$ cat config.mk
export PLATFORM = sky130hd
export DESIGN_NAME = prefix_subtractor_pipe
export DESIGN_NICKNAME = d
export VERILOG_FILES = /design/src/rtl/gost_adder_pkg.sv /design/src/rtl/borrow_prop_cell.sv /design/src/rtl/prefix_subtractor_pipe.sv
export SDC_FILE = /design/constraint.sdc
export NUM_CORES = 1
export LEC_CHECK = 0
export BUFFER_PORTS_ARGS = -buffer_cell sky130_fd_sc_hd__buf_2
export CAP_MARGIN = 20
export CORE_MARGIN = 4
export CORE_UTILIZATION = 35
export DETAILED_ROUTE_END_ITERATION = 8
export HOLD_SLACK_MARGIN = 0.15
export MAX_ROUTING_LAYER = met4
export PLACE_DENSITY_LB_ADDON = 0.25
export REMOVE_ABC_BUFFERS = 1
export SLEW_MARGIN = 20
export SYNTH_ARGS = -nofsm -noshare
export SYNTH_HDL_FRONTEND = slang
export SYNTH_SLANG_ARGS = --single-unit
$ cat constraint.sdc
create_clock -name iclk -period 14.02 [get_ports iclk]
set_clock_uncertainty 0.05 [all_clocks]
set_input_delay 1.402 -clock iclk [delete_from_list [all_inputs] [get_ports iclk]]
set_output_delay 1.402 -clock iclk [all_outputs]
set_load 0.02 [all_outputs]
$ cat src/rtl/gost_adder_pkg.sv
// gost_adder_pkg: shared constants and helpers for the prefix adder/subtractor family
package gost_adder_pkg;
    localparam int PA_MIN_WIDTH = 8;
    localparam int PA_MAX_WIDTH = 64;
    localparam int BPC_WIDTH = 1;
    function automatic int ks_levels(input int width);
        return $clog2(width);
    endfunction
    function automatic int ks_split(input int width);
        return (ks_levels(width) + 1) / 2;
    endfunction
    function automatic bit width_ok(input int width);
        return width >= PA_MIN_WIDTH && width <= PA_MAX_WIDTH && (width & (width - 1)) == 0;
    endfunction
endpackage

$ cat src/rtl/borrow_prop_cell.sv
// borrow_prop_cell: Kogge-Stone group operator (gL,pL)o(gR,pR) = (gL | pL&gR, pL&pR)
module borrow_prop_cell
    import gost_adder_pkg::*;
(
    input  logic [BPC_WIDTH-1:0] gl,
    input  logic [BPC_WIDTH-1:0] pl,
    input  logic [BPC_WIDTH-1:0] gr,
    input  logic [BPC_WIDTH-1:0] pr,
    output logic [BPC_WIDTH-1:0] g,
    output logic [BPC_WIDTH-1:0] p
);
    assign g = gl | (pl & gr);
    assign p = pl & pr;
endmodule

$ cat src/rtl/prefix_subtractor_pipe.sv
// prefix_subtractor_pipe: 3-stage valid/ready A-B subtractor built on a split Kogge-Stone tree
module prefix_subtractor_pipe
    import gost_adder_pkg::*;
#(
    parameter int WIDTH = 32
) (
    input  logic             iclk,
    input  logic             irst,
    input  logic             ivalid,
    output logic             oready,
    input  logic [WIDTH-1:0] iminuend,
    input  logic [WIDTH-1:0] isubtrahend,
    output logic             ovalid,
    input  logic             iready,
    output logic [WIDTH-1:0] odiff,
    output logic             oborrow
);
    localparam int LVL = ks_levels(WIDTH);
    localparam int SPLIT = ks_split(WIDTH);

    if (!width_ok(WIDTH)) begin : g_bad_width
        $error("prefix_subtractor_pipe: WIDTH must be a power of two in 8..64");
    end

    logic v1, v2, v3, en1, en2, en3;
    logic [WIDTH-1:0] g_in, p_in, g1, p1, g2, p2, h2;
    logic [LVL:0][WIDTH-1:0] gt, pt;
    logic [WIDTH-1:0] unused_p;

    assign en3 = ~v3 | iready;
    assign en2 = ~v2 | en3;
    assign en1 = ~v1 | en2;
    assign oready = en1;
    assign ovalid = v3;

    // carry-in of 1 folds into bit 0: g0 | p0
    assign p_in = iminuend ^ ~isubtrahend;
    assign g_in = (iminuend & ~isubtrahend) | {{(WIDTH-1){1'b0}}, p_in[0]};

    assign gt[0] = g1;
    assign pt[0] = p1;
    assign unused_p = pt[LVL];

    // levels below SPLIT feed S2; the rest restart from the S2 registers
    for (genvar k = 0; k < LVL; k++) begin : g_lvl
        localparam int D = 1 << k;
        logic [WIDTH-1:0] gi, pi;
        assign gi = (k == SPLIT) ? g2 : gt[k];
        assign pi = (k == SPLIT) ? p2 : pt[k];
        for (genvar i = 0; i < WIDTH; i++) begin : g_bit
            if (i >= D) begin : g_op
                borrow_prop_cell u_cell (
                    .gl(gi[i]),
                    .pl(pi[i]),
                    .gr(gi[i-D]),
                    .pr(pi[i-D]),
                    .g (gt[k+1][i]),
                    .p (pt[k+1][i])
                );
            end else begin : g_pass
                assign gt[k+1][i] = gi[i];
                assign pt[k+1][i] = pi[i];
            end
        end
    end

    always_ff @(posedge iclk or posedge irst) begin
        if (irst) begin
            v1 <= 1'b0;
            v2 <= 1'b0;
            v3 <= 1'b0;
            g1 <= '0;
            p1 <= '0;
            g2 <= '0;
            p2 <= '0;
            h2 <= '0;
            odiff <= '0;
            oborrow <= 1'b0;
        end else begin
            if (en1) begin
                v1 <= ivalid;
                g1 <= g_in;
                p1 <= p_in;
            end
            if (en2) begin
                v2 <= v1;
                g2 <= gt[SPLIT];
                p2 <= pt[SPLIT];
                h2 <= p1;
            end
            if (en3) begin
                v3 <= v2;
                odiff <= h2 ^ {gt[LVL][WIDTH-2:0], 1'b1};
                oborrow <= ~gt[LVL][WIDTH-1];
            end
        end
    end
endmodule
* Word-level counts from Yosys, hierarchy flattened *
Cells that the tools add are included.

operators by class
  reductions and logical operators = 0
  multiplexer cells = 0
  bitwise operators = 375
  $lt $le $gt $ge = 0
  div/mod/pow operators = 0
  shift-type cells = 0
  $add $sub $neg = 0
  equal/unequal tests = 0
  multipliers = 0

operators by type and width
  cell                         number
  bitwise AND 1 bit            234
  bitwise OR 1 bit             132
  XOR 32 bit                   2
  bitwise AND 32 bit           1
  NOT 32 bit                   1
  bitwise OR 32 x 1 -> 32 bit  1
  NOT 1 bit                    4

word-level totals
  memories = 0
  bits in writable memories = 0
  bits in latches = 0
  input bits = 68
  bits in registers = 196
  word-level logic and storage cells = 385
  output and inout bits = 35
  ROM bits = 0

* Logic depth before layout (Yosys ltp) *
  depth after elaboration = 6
  mapped depth = 7
  mapped depth without buffers = 4

* Hierarchy *
From an unflattened synthesis, not the netlist that was laid out.

unflattened totals
  cell total of the unflattened synthesis = 771
  area total of the unflattened synthesis = 10147.2 µm²

modules (own cells, without submodules)
  module                  times used  area an instance (µm²)  cells each  seq. area each (µm²)
  prefix_subtractor_pipe  1           8210.4                  513         4879.7
  borrow_prop_cell        129         15.0                    2           0.0

* Worst setup path before layout *
No wires, ideal clock.

  path kind = in2out
  start = input port iready
  end = output port oready
  data required time = 12.568 ns
  arrival = 2.095 ns
  slack = 10.473 ns
  stages on the path = 5
  buffers on the path = 3
  cells stage by stage = and3b_1 > buf_4 > nand2_2 > buf_6 > buf_6

on the way
  word-level cells in the longest chain between the ends = 3

RTL lines
  item              RTL line                      text
  from (decl)       prefix_subtractor_pipe.sv:14  input logic iready,
  bitwise OR 1 bit  prefix_subtractor_pipe.sv:30  assign en3 = ~v3 | iready;
  bitwise OR 1 bit  prefix_subtractor_pipe.sv:31  assign en2 = ~v2 | en3;
  bitwise OR 1 bit  prefix_subtractor_pipe.sv:32  assign en1 = ~v1 | en2;
  to (decl)         prefix_subtractor_pipe.sv:10  output logic oready,

Every way passes these cells.

* Worst setup path in the final report *
Same ends and word-level chain as after synthesis.

==> metrics.md <==
| Metric | Value |
|---|---|
| Status | finished clean |
| Worst hold slack | 0.391 ns |
| Area leader, netlist | dfrtp_1 |
| Reg2reg start | ovalid$_DFFE_PP0P_ |
| Synth Flop Type | dfrtp_1 |
| Post-synth EDFFs | 0 |
| Ratio of final minimum period to clock period | 0.337 |
| Final setup fails | 0 |
| Setup TNS | 0 ns |
| Int Pwr | 1.08 mW |
| Leakage power | 4.95 nW |
| # rows | 57 |
| Highest-delay cell along the critical path | nand2_4 |
| Max clock buf depth | 2 |
| Sequential area share after synthesis | 0.539 |
| Initial Util | 0.357 |
| Fin crit period | 4.72 ns |
| Core ar. | 24500 um^2 |
| Seq pwr share | 0.458 |
| Worst hold start | g_lvl[3].pi[0]$_DFFE_PP0P_ |
| Worst Hold Class | reg2reg |
| Hold-fix buffers, CTS | 0 |
| Syn Std Cell Area | 8730 um^2 |
| Register area | 4700 um^2 |
| Port bufs | 102 |
| Die Span X | 166 um |
| Clk slew on worst S/H paths | 0.07 ns |
| Number of max-cap violations | 0 |
| Detail Placement HPWL | 14.6 mm |
| Combinational share of power | 0.223 |
| Clock Root Buffer | clkbuf_16 |
| Synth-to-Final Area Change | 16.1% |
| Synth warn | 0 |
| Initial antenna violation count | 0 |
| FF-to-FF setup slack | 11.60 ns |
| Clock share of power | 0.318 |
| Detailed-route wire length | 20.4 mm |
| Vias | 6234 |
| Count leader, synth | dfrtp_1 |
| Worst VDD drop | 0.0803 mV |
| Post-CTS Repair Setup Buffers | 0 |
| Post-CTS Resized | 0 |
| Final hold violations | 0 |
| Req. time, crit path | 12.57 ns |
| Post-DR wirelength/cell | 16.0 um |
| CP delay by family, top | buffers and inverters |
| Flops & latches, synth | 188 |
| Switching pwr | 0.507 mW |
| Worst-path fanout max | 67 |
| Avg Cell Area, Syn | 10.3 um^2 |
| Detailed-route vias per instance | 4.90 |
| Initial DRC count | 388 |
| Top post-synthesis cells by area | dfrtp_1 (54%), nand2_1 (7.2%), a21oi_1 (4.8%) |
| Final nets | 1037 |
| Synth cell count leaders | dfrtp_1 (188), nand2_1 (168), a21oi_1 (84) |
| Critical path type | in2out |
| Reg2Reg Depth | 4 |
| Clock Latency Late Sink | 0.43 ns |
| Normalized max-slew margin | 0.301 |
| Slowest Stage Delay on Critical Path | 0.63 ns |
| Cell Chain, Critical Path | buf_2, and3b_2, buf_4, nand2_4, buf_2 |
| Arrival time worst endpoint | 3.27 ns |
| Worst reg2reg endpoint | g_lvl[0].pi[9]$_DFFE_PP0P_ |
| Inserted Diodes | 0 |
| Vias in the first global route | 6194 |
| Worst slew pin tran | 1.05 ns |
| H-tree lvl count | 4 |
| Worst Setup Start Kind | primary input |
| First-pass GRT wire length | 33.4 mm |
| Asr flop ratio synth | 1.00 |
| Area share of the largest cell type after synthesis | 0.539 |
| Top Ports | 103 |
| Layout cells sized above 1 | 0.219 |
| Crit path depth | 5 |
| Distinct cell type count after synthesis | 39 |
| Total CTS buffers | 17 |
| CP dominant cell by count | buf_2 |
| DIE AREA | 27500 um^2 |
| Switching share of total power | 0.320 |
| RSZ-0062 raised after global routing | no |
| Pin count of the biggest net entering global routing | 71 |
| GRT Residual Overflow | 0 |
| Pwr dens | 156 nW/um^2 |
| CTS tree | done |
| Worst Hold End | odiff[0]$_DFFE_PP0P_ |
| Fmax achieved | 212 MHz |
| Die Y | 166 um |
| CTS Sinks | 188 |
| Worst Setup End Kind | output pin |
| Antenna Violating Nets Remaining | 0 |
| Fill count | 2395 |
| Drt first pass iters | 4 |
| Final Core Density | 0.414 |
| Worst path bufs/invs | 3 |
| Slew Limit Fails | 0 |
| Hold path depth | 1 |
| GRT Util Overall | 0.154 |
| Multi-input logic area | 3720 um^2 |
| Gpl congestion | 0.817 |
| Post-Syn Instances | 847 |
| # DRC | 0 |
[kinds of logic (layout without fill, tap and decap cells)]
kind of cell	Yosys count	in the layout	synth area share
AO/OA/AOI/OAI	181	181	0.123
flip-flops	188	188	0.539
adder cells (fa/ha/maj)	32	32	0.0459
XOR/XNOR	31	31	0.0311
buffers and inverters	72	174	0.0364
multiplexers	64	64	0.0936
AND/OR/NAND/NOR	279	279	0.131
[area by class of cell]
class / count / share of cell area
Inverter: 33 / 0.0127
Timing Repair Buffer: 110 / 0.0563
Clock buffer: 19 / 0.0447
Sequential cell: 188 / 0.464
Tap cell: 324 / 0.0400
Multi-Input combinational cell: 587 / 0.367
Clock inverter: 12 / 0.0158
[cell usage in the layout, fill, tap and decap left out, types with 3 or more instances in the layout]
cell type and count:
o31ai_1 7, nor2_1 70, a21oi_1 84, o21ai_0 41, nand3_1 5, and2_1 9
ha_1 32, inv_6 5, buf_2 102, nand2_1 168, mux2_2 37, bufinv_16 3
buf_4 8, a311o_1 7, nand2b_1 5, nor3_1 5, xnor2_1 23, mux2_4 26
a22oi_1 4, a22o_1 11, o22ai_1 3, a21o_1 11, a31oi_1 4, clkbuf_16 17
inv_1 32, xor2_1 8, dfrtp_1 188, nand4_1 11
[sequential cells by signal, summed over array words and instances, names as in the netlist]
name      flops
g1           32
g_lvl.pi     57
oborrow       1
odiff        32
v1            1
g2           32
h2           31
v2            1
ovalid        1
[per-stage QoR]
step	setup slack, ns	cells	power [mW]	cell area [um^2]
2_1_floorplan	7.45	808	0.959	8540
3_3_place_gp	9.29	1242	1.09	9530
3_5_place_dp	9.30	1242	1.10	9530
4_1_cts	9.30	1273	1.60	10100
5_1_grt	9.17	1273	1.67	10100
6_report	9.30	1273	1.58	10100
[per-layer routing]
metal	track usage	routed length (um)	vias to the layer above	share of wire
met5	-	0	-	0
met4	0.0459	233	0	0.011
met3	0.0226	659	21	0.032
met2	0.224	9040	140	0.44
met1	0.223	10500	3012	0.51
li1	-	-	3061	-
[worst max-delay path by stage]
stage | to | from | slack [ns]
after global placement | oready | iready | 9.29
after global routing | oready | iready | 9.17
after CTS | oready | iready | 9.30
final | oready | iready | 9.30
after floorplan | g1[0]$_DFFE_PP0P_ | irst | 7.45
after detailed placement | oready | iready | 9.30
[power by group through the flow]
| stage | Clock, mW | Sequential (mW) | Combinational [mW] |
|---|---|---|---|
| after floorplan | 0 | 0.757 | 0.201 |
| after global placement | 0 | 0.734 | 0.356 |
| after detailed placement | 0 | 0.736 | 0.359 |
| after CTS | 0.514 | 0.726 | 0.361 |
| after global routing | 0.533 | 0.741 | 0.396 |
| final | 0.504 | 0.726 | 0.354 |
Power figures use the tool's default switching activity.
